--- src/rtl/lif_neuron_if.sv ---
// lif_neuron_if: groups the neuron's enable, synapse inputs/weights and
// outputs into one bundle. The network side drives through the master
// modport, and the neuron attaches through the slave modport.
interface lif_neuron_if #(
    parameter int N_SYN   = 4,
    parameter int V_WIDTH = 8,
    parameter int W_WIDTH = 4
);
    logic                       en;
    logic [N_SYN-1:0]           spike_input;
    logic [N_SYN*W_WIDTH-1:0]   weight;
    logic                       spike_output;
    logic [V_WIDTH-1:0]         membrane;
    logic                       refractory;

    modport master (
        output en, spike_input, weight,
        input  spike_output, membrane, refractory
    );

    modport slave (
        input  en, spike_input, weight,
        output spike_output, membrane, refractory
    );
endinterface

--- src/rtl/lif_neuron.sv ---
// lif_neuron: leaky integrate-and-fire neuron.
// Each rising edge on a synapse input adds that synapse's weight to the
// membrane potential. The potential leaks by v >> LEAK_SHIFT every cycle.
// When the potential reaches the threshold, the neuron resets the potential
// to zero and emits a one-cycle spike. It then stays refractory for
// REFRACT_CYCLES cycles.
// Optional build macro LIF_ADAPT_THRESH_EN enables an adaptive threshold offset.
// The offset rises by ADAPT_STEP on every fire and decays by one on quiet
// integrate cycles.
module lif_neuron #(
    parameter int N_SYN          = 4,
    parameter int V_WIDTH        = 8,
    parameter int W_WIDTH        = 4,
    parameter int THRESHOLD      = 200,
    parameter int LEAK_SHIFT     = 3,
    parameter int REFRACT_CYCLES = 4,
    parameter int ADAPT_STEP     = 8,
    parameter int ADAPT_MAX      = 32
) (
    input  logic          clk,
    input  logic          rst_n,
    lif_neuron_if.slave   bus
);
    // Wide enough for v plus N_SYN full-scale weights without wrapping.
    localparam int SUM_W = V_WIDTH + $clog2(N_SYN) + 1;
    localparam int CNT_W = (REFRACT_CYCLES > 1) ? $clog2(REFRACT_CYCLES) : 1;
    localparam logic [SUM_W-1:0] V_MAX    = SUM_W'((1 << V_WIDTH) - 1);
    localparam logic [SUM_W-1:0] THR      = SUM_W'(THRESHOLD);
    localparam logic [CNT_W-1:0] CNT_INIT = (REFRACT_CYCLES > 0) ? CNT_W'(REFRACT_CYCLES - 1) : '0;

    if (THRESHOLD >= (1 << V_WIDTH) || ADAPT_STEP < 0 || ADAPT_MAX < 0) begin : g_param_check
        $error("lif_neuron: illegal parameter combination");
    end

    typedef enum logic [1:0] {
        ST_INTEGRATE = 2'd0,
        ST_FIRE      = 2'd1,
        ST_REFRACT   = 2'd2
    } state_t;

    state_t             state_q, state_d;
    logic [N_SYN-1:0]   spike_q;
    logic [N_SYN-1:0]   rise_s;
    logic [V_WIDTH-1:0] v_q, v_d;
    logic [CNT_W-1:0]   cnt_q, cnt_d;
    logic               spike_out_q, spike_out_d;
    logic               refr_q, refr_d;
    logic [SUM_W-1:0]   wsum_s, raw_s, sum_s, thr_s;

    assign rise_s = bus.spike_input & ~spike_q;

    // Add up the weights of every synapse that rose this cycle.
    always_comb begin
        wsum_s = '0;
        for (int i = 0; i < N_SYN; i++) begin
            if (rise_s[i]) begin
                wsum_s = wsum_s + SUM_W'(bus.weight[i*W_WIDTH +: W_WIDTH]);
            end else begin
                wsum_s = wsum_s;
            end
        end
    end

    // Apply the leak, add the input, and saturate so a large burst cannot wrap to a small value.
    always_comb begin
        raw_s = SUM_W'(v_q) - SUM_W'(v_q >> LEAK_SHIFT) + wsum_s;
        if (raw_s > V_MAX) begin
            sum_s = V_MAX;
        end else begin
            sum_s = raw_s;
        end
    end

`ifdef LIF_ADAPT_THRESH_EN
    localparam int OFF_W  = $clog2(ADAPT_MAX + 1);
    localparam int OFF_W1 = OFF_W + 1;
    localparam logic [OFF_W1-1:0] OFF_MAX  = OFF_W1'(ADAPT_MAX);
    localparam logic [OFF_W1-1:0] OFF_STEP = OFF_W1'(ADAPT_STEP);

    logic [OFF_W-1:0]  offset_q, offset_d;
    logic [OFF_W1-1:0] off_inc_s;

    assign thr_s = THR + SUM_W'(offset_q);

    // A fire bumps the offset up, saturating at the ceiling. A quiet enabled integrate cycle decays it by one.
    always_comb begin
        off_inc_s = {1'b0, offset_q} + OFF_STEP;
        offset_d  = offset_q;
        if (state_q == ST_INTEGRATE && bus.en && sum_s >= thr_s) begin
            if (off_inc_s > OFF_MAX) begin
                offset_d = OFF_MAX[OFF_W-1:0];
            end else begin
                offset_d = off_inc_s[OFF_W-1:0];
            end
        end else if (state_q == ST_INTEGRATE && bus.en && rise_s == '0 && offset_q != '0) begin
            offset_d = offset_q - OFF_W'(1);
        end else begin
            offset_d = offset_q;
        end
    end

    // Register the adaptive threshold offset.
    always_ff @(posedge clk or negedge rst_n) begin
        if (!rst_n) begin
            offset_q <= '0;
        end else begin
            offset_q <= offset_d;
        end
    end
`else
    assign thr_s = THR;
`endif

    // Next-state logic for integrate, fire and refractory.
    // The output flags are registered from the current state, so they appear one cycle after the state.
    always_comb begin
        state_d = state_q;
        v_d     = v_q;
        cnt_d   = cnt_q;
        case (state_q)
            ST_INTEGRATE: begin
                if (bus.en) begin
                    if (sum_s >= thr_s) begin
                        v_d     = '0;
                        state_d = ST_FIRE;
                    end else begin
                        v_d     = sum_s[V_WIDTH-1:0];
                        state_d = ST_INTEGRATE;
                    end
                end else begin
                    v_d     = v_q;
                    state_d = ST_INTEGRATE;
                end
            end
            ST_FIRE: begin
                v_d   = '0;
                cnt_d = CNT_INIT;
                if (REFRACT_CYCLES > 0) begin
                    state_d = ST_REFRACT;
                end else begin
                    state_d = ST_INTEGRATE;
                end
            end
            ST_REFRACT: begin
                v_d = '0;
                if (cnt_q == '0) begin
                    state_d = ST_INTEGRATE;
                    cnt_d   = cnt_q;
                end else begin
                    state_d = ST_REFRACT;
                    cnt_d   = cnt_q - CNT_W'(1);
                end
            end
            default: begin
                state_d = ST_INTEGRATE;
                v_d     = '0;
                cnt_d   = '0;
            end
        endcase
        spike_out_d = (state_q == ST_FIRE);
        refr_d      = (state_q == ST_REFRACT);
    end

    // State, membrane, counter, edge-detect history and output flags.
    always_ff @(posedge clk or negedge rst_n) begin
        if (!rst_n) begin
            state_q     <= ST_INTEGRATE;
            v_q         <= '0;
            cnt_q       <= '0;
            spike_q     <= '0;
            spike_out_q <= 1'b0;
            refr_q      <= 1'b0;
        end else begin
            state_q     <= state_d;
            v_q         <= v_d;
            cnt_q       <= cnt_d;
            spike_q     <= bus.spike_input;
            spike_out_q <= spike_out_d;
            refr_q      <= refr_d;
        end
    end

    assign bus.spike_output = spike_out_q;
    assign bus.membrane     = v_q;
    assign bus.refractory   = refr_q;
endmodule

--- src/flat_wrapper.sv ---
// flat-port wrapper written by rule: the top's interface ports become plain ports
module lif_neuron_flat 
#(
    parameter int N_SYN          = 4,
    parameter int V_WIDTH        = 8,
    parameter int W_WIDTH        = 4,
    parameter int THRESHOLD      = 200,
    parameter int LEAK_SHIFT     = 3,
    parameter int REFRACT_CYCLES = 4,
    parameter int ADAPT_STEP     = 8,
    parameter int ADAPT_MAX      = 32
)
  (clk, rst_n, bus_en, bus_spike_input, bus_weight, bus_spike_output, bus_membrane, bus_refractory);
  lif_neuron_if #(.N_SYN(N_SYN), .V_WIDTH(V_WIDTH), .W_WIDTH(W_WIDTH)) bus_i ();
  input  logic clk;
  input  logic rst_n;
  input wire logic [$bits(bus_i.en)-1:0] bus_en;
  input wire logic [$bits(bus_i.spike_input)-1:0] bus_spike_input;
  input wire logic [$bits(bus_i.weight)-1:0] bus_weight;
  output wire logic [$bits(bus_i.spike_output)-1:0] bus_spike_output;
  output wire logic [$bits(bus_i.membrane)-1:0] bus_membrane;
  output wire logic [$bits(bus_i.refractory)-1:0] bus_refractory;
  assign bus_i.en = bus_en;
  assign bus_i.spike_input = bus_spike_input;
  assign bus_i.weight = bus_weight;
  assign bus_spike_output = bus_i.spike_output;
  assign bus_membrane = bus_i.membrane;
  assign bus_refractory = bus_i.refractory;
  lif_neuron #(.N_SYN(N_SYN), .V_WIDTH(V_WIDTH), .W_WIDTH(W_WIDTH), .THRESHOLD(THRESHOLD), .LEAK_SHIFT(LEAK_SHIFT), .REFRACT_CYCLES(REFRACT_CYCLES), .ADAPT_STEP(ADAPT_STEP), .ADAPT_MAX(ADAPT_MAX)) u_core (.clk(clk), .rst_n(rst_n), .bus(bus_i));
endmodule
--- config.mk ---
export PLATFORM = sky130hd
export DESIGN_NAME = lif_neuron_flat
export DESIGN_NICKNAME = d
export VERILOG_FILES = /design/src/rtl/lif_neuron_if.sv /design/src/rtl/lif_neuron.sv /design/src/flat_wrapper.sv
export SDC_FILE = /design/constraint.sdc
export NUM_CORES = 1
export LEC_CHECK = 0
export BUFFER_PORTS_ARGS = -buffer_cell sky130_fd_sc_hd__clkbuf_2
export CAP_MARGIN = 10
export CORE_UTILIZATION = 53
export CTS_CLUSTER_DIAMETER = 200
export DETAILED_ROUTE_END_ITERATION = 16
export PLACE_DENSITY = 0.76
export REMOVE_ABC_BUFFERS = 1
export SYNTH_ARGS = -nofsm -noshare
export SYNTH_HDL_FRONTEND = slang
export SYNTH_SLANG_ARGS = --single-unit
export TNS_END_PERCENT = 30
--- constraint.sdc ---
create_clock -name clk -period 8.44 [get_ports clk]
set_clock_uncertainty 0.05 [all_clocks]
set_input_delay 1.688 -clock clk [delete_from_list [all_inputs] [get_ports clk]]
set_output_delay 1.688 -clock clk [all_outputs]
set_load 0.02 [all_outputs]
## Word level (Yosys, flattened, before mapping)

Index checks and enable logic that the tools add are counted.
W data, S select, Z words.

| storage, ports and cells | value |
|---|---|
| flip-flop bits (word level) | 18 |
| bits of input ports | 23 |
| output and inout port bits | 10 |
| logic and storage cells | 38 |

| cells by class | value |
|---|---|
| add/subtract/negate cells | 6 |
| magnitude comparators | 2 |
| equal/unequal tests | 4 |
| multiplexer cells | 14 |
| bitwise gates (word level) | 3 |
| reductions and logical operators | 3 |

Operator list:

| operator | number |
|---|---|
| $mux W11 | 4 |
| $mux W8 | 3 |
| $add A11 B4 Y11 | 2 |
| $pmux W2 S3 | 2 |
| $add A11 B11 Y11 | 1 |
| $ge A11 B8 Y1 const B | 1 |
| $gt A11 B8 Y1 const B | 1 |
| $sub A8 B5 Y9 | 1 |
| $add A4 B4 Y5 | 1 |
| $and A4 B4 Y4 | 1 |
| $logic_not A2 Y1 | 2 |
| $mux W2 | 2 |
| $mux W4 | 1 |
| $ne A2 B2 Y1 const B | 2 |
| $not A4 Y4 | 1 |
| $eq A2 B1 Y1 const B | 1 |
| $eq A2 B2 Y1 const B | 1 |
| $mux W1 | 2 |
| $reduce_and A2 Y1 | 1 |
| $sub A2 B1 Y2 const B | 1 |
| $not A1 Y1 | 1 |

## Depth between registers and ports, before layout

| logic depth | value |
|---|---|
| depth after elaboration | 16 |
| mapped depth | 26 |
| depth with buffers taken out | 26 |

## Worst setup path after synthesis

OpenSTA, ideal clock, no wires.

| timing | value |
|---|---|
| kind | input-to-reg |
| start point | input bus_spike_input[0] |
| end point | register u_core.v_q[0], in the netlist u_core.bus.membrane[0] |
| arrival | 6645 ps |
| path slack | 1624 ps |
| stages | 24 |
| path buffers | 0 |
| cells stage by stage | nor2b_1 nand2_1 inv_1 ha_1 inv_1 fa_1 o21ai_0 ha_1 a21o_1 a21oi_1 xnor2_1 mux2_2 ha_1 o21ai_0 a21oi_1 xor2_1 ha_1 a21o_1 a221oi_1 nor2_1 o2bb2ai_1 nor2_1 a311o_2 a32o_1 |

| between the ends | value |
|---|---|
| word-level cells in the longest chain between the ends | 15 |

RTL lines:

| element | RTL line | text |
|---|---|---|
| start, declared | flat_wrapper.sv:18 | `input wire logic [$bits(bus_i.spike_input)-1:0] bus_spike_input;` |
| $and A4 B4 Y4 * | lif_neuron.sv:50 | `assign rise_s = bus.spike_input & ~spike_q;` |
| $mux W4 * | lif_neuron.sv:56 | `if (rise_s[i]) begin` |
| $add A4 B4 Y5 | lif_neuron.sv:57 | `wsum_s = wsum_s + SUM_W'(bus.weight[i*W_WIDTH +: W_WIDTH]);` |
| $mux W11 * | lif_neuron.sv:56 |  |
| $add A11 B4 Y11 | lif_neuron.sv:57 |  |
| $mux W11 * | lif_neuron.sv:56 |  |
| $add A11 B4 Y11 | lif_neuron.sv:57 |  |
| $mux W11 * | lif_neuron.sv:56 |  |
| $add A11 B11 Y11 * | lif_neuron.sv:66 | `raw_s = SUM_W'(v_q) - SUM_W'(v_q >> LEAK_SHIFT) + wsum_s;` |
| $gt A11 B8 Y1 | lif_neuron.sv:67 | `if (raw_s > V_MAX) begin` |
| $mux W11 * | lif_neuron.sv:67 |  |
| $ge A11 B8 Y1 | lif_neuron.sv:123 | `if (sum_s >= thr_s) begin` |
| $mux W8 * | lif_neuron.sv:123 |  |
| $mux W8 * | lif_neuron.sv:122 | `if (bus.en) begin` |
| $mux W8 * | lif_neuron.sv:120 | `case (state_q)` |
| end signal, assigned | lif_neuron.sv:175 | `v_q <= v_d;` |
| end, declared | lif_neuron.sv:44 | `logic [V_WIDTH-1:0] v_q, v_d;` |

Mark *: on every way between the ends. The rest lies on a longest branch, timed or not. The select of a mux whose other input is x is not followed.
A chain may end at the register's enable or synchronous reset.

## Worst setup path after layout

Same ends and word-level chain as after synthesis.

==> run summary <==
Top FF cell, synth = dfrtp_1
Distinct cells, synth = 43
Die Y = 63.5 µm
status = finished clean
vias per cell = 5.55
CTS tree = done
Max stage delay on crit path = 450 ps
DP Area = 0.00221 mm²
NumNets Final = 316
Post-CTS Setup Inserts = 0
P&R area growth vs syn = 12.4%
Non-Filler Instances = 305
maximum VDD drop = 0.305 mV
setup TNS = 0 ps
clk slew on worst S/H paths = 60 ps
vias in the first global route = 1,616
clock buffer count from CTS = 3
Comb power frac = 79.0%
FFs w/ async S/R, synth = 100%
CP dominant cell by count = ha_1
register area share after synthesis = 22.5%
fmax = 138 MHz
crit path time final = 7230 ps
Avg Synthesized Cell Area = 8.82 µm²
PwrDens = 417 mW/mm²
clock sinks = 18
Worst Hold Depth = 1
# DRC = 0
Hold Path End = u_core.state_q[1]
crit path DAT = 7320 ps
initial antenna violation count = 0
Worst Tran Pin Value = 553 ps
CP bufs+invs = 3
final instance area = 0.00225 mm²
clock share of power = 6.3%
PostCTS Resize Cnt = 0
# IOs = 33
DR WL/cell = 13.5 µm
FF+latch count, synth = 18
# fillers = 310
global-route wire length before repair = 7040 µm
max-cap violations = 0
WP data required = 8530 ps
routability-driven placement congestion ratio = 0.908
EDFF count, synth = 0
Hold Fails Final Rpt = 0
hold-fix buffers at CTS = 0
Initial DRC Count = 72
number of port buffers = 32
ANT cells = 0
Register-to-Register Path Depth = 24
share of the synthesized area in the top cell type = 22.5%
RR Endpoint = u_core.bus.membrane[0]
ANT nets after route = 0
final setup fails = 0
cell area after synthesis = 0.00200 mm²
DR pass1 iterations = 4
die area = 0.00403 mm²
Setup crit start kind = input pin
RSZ-0062 raised after global routing = false
Inst Count DP = 302
Setup CP Type = in -> reg
initial core utilization = 57.7%
Worst Hold Class = reg -> reg
Worst Path Max Fanout = 8
hold path start = u_core.state_q[1]
r2r startpoint = u_core.spike_q[0]
switch share = 49.0%
Final period util = 85.6%
register share of total power = 14.6%
main area contributors after synthesis = dfrtp_1, ha_1, fa_1
LEAKAGE = 1.21 nW
overall global routing resource usage = 21.9%
die width = 63.5 µm
family with the most delay on the worst path = compound AO/OA/AOI/OAI gates
via count = 1,693
Ys Warns = 0
htree depth = 1
fraction of layout instances using a drive strength above 1 = 17.0%
WL final = 4110 µm
Syn Inst Count = 227
clock latency on the worst-skew pair = 250 ps
cell taking the most area after synthesis = dfrtp_1
total gr overflow = 0
slowest cell on the critical path = a311o_2
Rows = 21
Worst setup EP type = register
Root Buffer = clkbuf_8
Slew Viols, Final = 0
Slew Limit Headroom = 62.9%
R2R setup slack = 2390 ps
Int Pwr = 478 µW
Clock Path Buffers = 2
Final HPWL DP = 3450 µm
core area = 0.00347 mm²
net load switching power = 460 µW
largest net degree at the start of global routing = 19
## flip-flops by register name (all words and copies together) (netlist names)
signal                   cells
u_core.bus.refractory        1
u_core.bus.spike_output      1
u_core.spike_q               4
u_core.state_q               2
u_core.bus.membrane          8
u_core.cnt_q                 2
## Yosys cell counts, drive strengths merged (2+ instances only)
master	count
nor3	3
maj3	2
dfrtp	18
mux2	4
a21o	13
nor2	13
a21oi	16
o21ai	12
and3b	2
inv	23
xnor2	10
nor2b	4
mux2i	4
and3	3
and2	4
a22o	6
a211oi	2
a32o	3
xor2	9
fa	5
nand2b	9
or3	3
ha	27
nand2	14
clkbuf	3
## cell usage in the layout (no fill, tap or decap), drive strengths merged, types with 5 or more instances in the layout
master and n:
xor2 9, nor2 13, a21oi 16, dfrtp 18, o21ai 12, a21o 13, ha 27, a22o 6
inv 23, nand2 14, fa 5, nand2b 9, xnor2 10, clkbuf 35
## cell type report
type                    instances  area [µm²]  area share [%]
multi-input cells             183        1450            64.6
flip-flops and latches         18         450            20.0
repair buffers                 32         160            7.12
inverters                      23        86.3            3.84
well taps                      46        57.6            2.56
clock buffers                   3        41.3            1.84
## power by group through the flow
| stage | clock, mW | combinational (mW) | sequential [mW] |
|---|---|---|---|
| after floorplan | 0 | 0.560 | 0.152 |
| after global routing | 0.0629 | 0.825 | 0.141 |
| final | 0.0594 | 0.741 | 0.137 |
| after global placement | 0 | 0.725 | 0.138 |
| after detailed placement | 0 | 0.730 | 0.139 |
| after CTS | 0.0589 | 0.738 | 0.137 |
## how the worst max path moves through the flow
stage / from / cells past startpoint / slack (ps) / to
after detailed placement: bus_spike_input[0] / 25 / 970 / u_core.bus.membrane[0]
after floorplan: bus_spike_input[0] / 24 / 1620 / u_core.bus.membrane[0]
after global placement: bus_spike_input[0] / 25 / 1120 / u_core.bus.membrane[0]
after global routing: bus_spike_input[0] / 25 / 610 / u_core.bus.membrane[0]
after CTS: bus_spike_input[0] / 25 / 1200 / u_core.bus.membrane[0]
final: bus_spike_input[0] / 25 / 1210 / u_core.bus.membrane[0]
## routing by layer
metal / global-route usage, % / vias to the layer above / wire (µm) / part of all wire, %
met1: 29.3 / 778 / 2030 / 49
met3: 1.81 / 3 / 129 / 3.1
met4: 4.55 / 0 / 24 / 0.58
met2: 38.0 / 42 / 1930 / 47
met5: 0 / - / 0 / 0
li1: - / 870 / - / -
## worst register-to-register path, delay by kind of cell, from the launching register on
family                     cells  cell delay [ps]
buffers and inverters          2              120
AOI/OAI and AO/OA             10             2800
DFF                            1              370
xor gates and xnor gates       2              280
and+or+nand+nor                4              500
muxes                          1              290
adders and majority gates      5             1540
## stage by stage
step / hold slack, ps / util (%) / setup slack (ps) / total power [mW]
after floorplan: 399 / - / 1620 / 0.713
after global placement: 416 / 63.7 / 1120 / 0.864
after detailed placement: 422 / 63.7 / 974 / 0.869
after CTS: 430 / 64.9 / 1200 / 0.934
after global routing: 460 / 64.9 / 612 / 1.03
final: 431 / 64.9 / 1210 / 0.937
## cells by family (layout without fill, tap and decap cells)
logic type	count (synthesis)	in the layout	synth area share (%)
flops	18	18	22.5
buf+inv	26	58	4.87
mux	8	8	4.25
fa+ha+maj	34	34	22.9
simple gates	59	59	15.8
xor+xnor	19	19	8.31
compound gates	63	63	21.4
(Power assumes the default switching activity.)
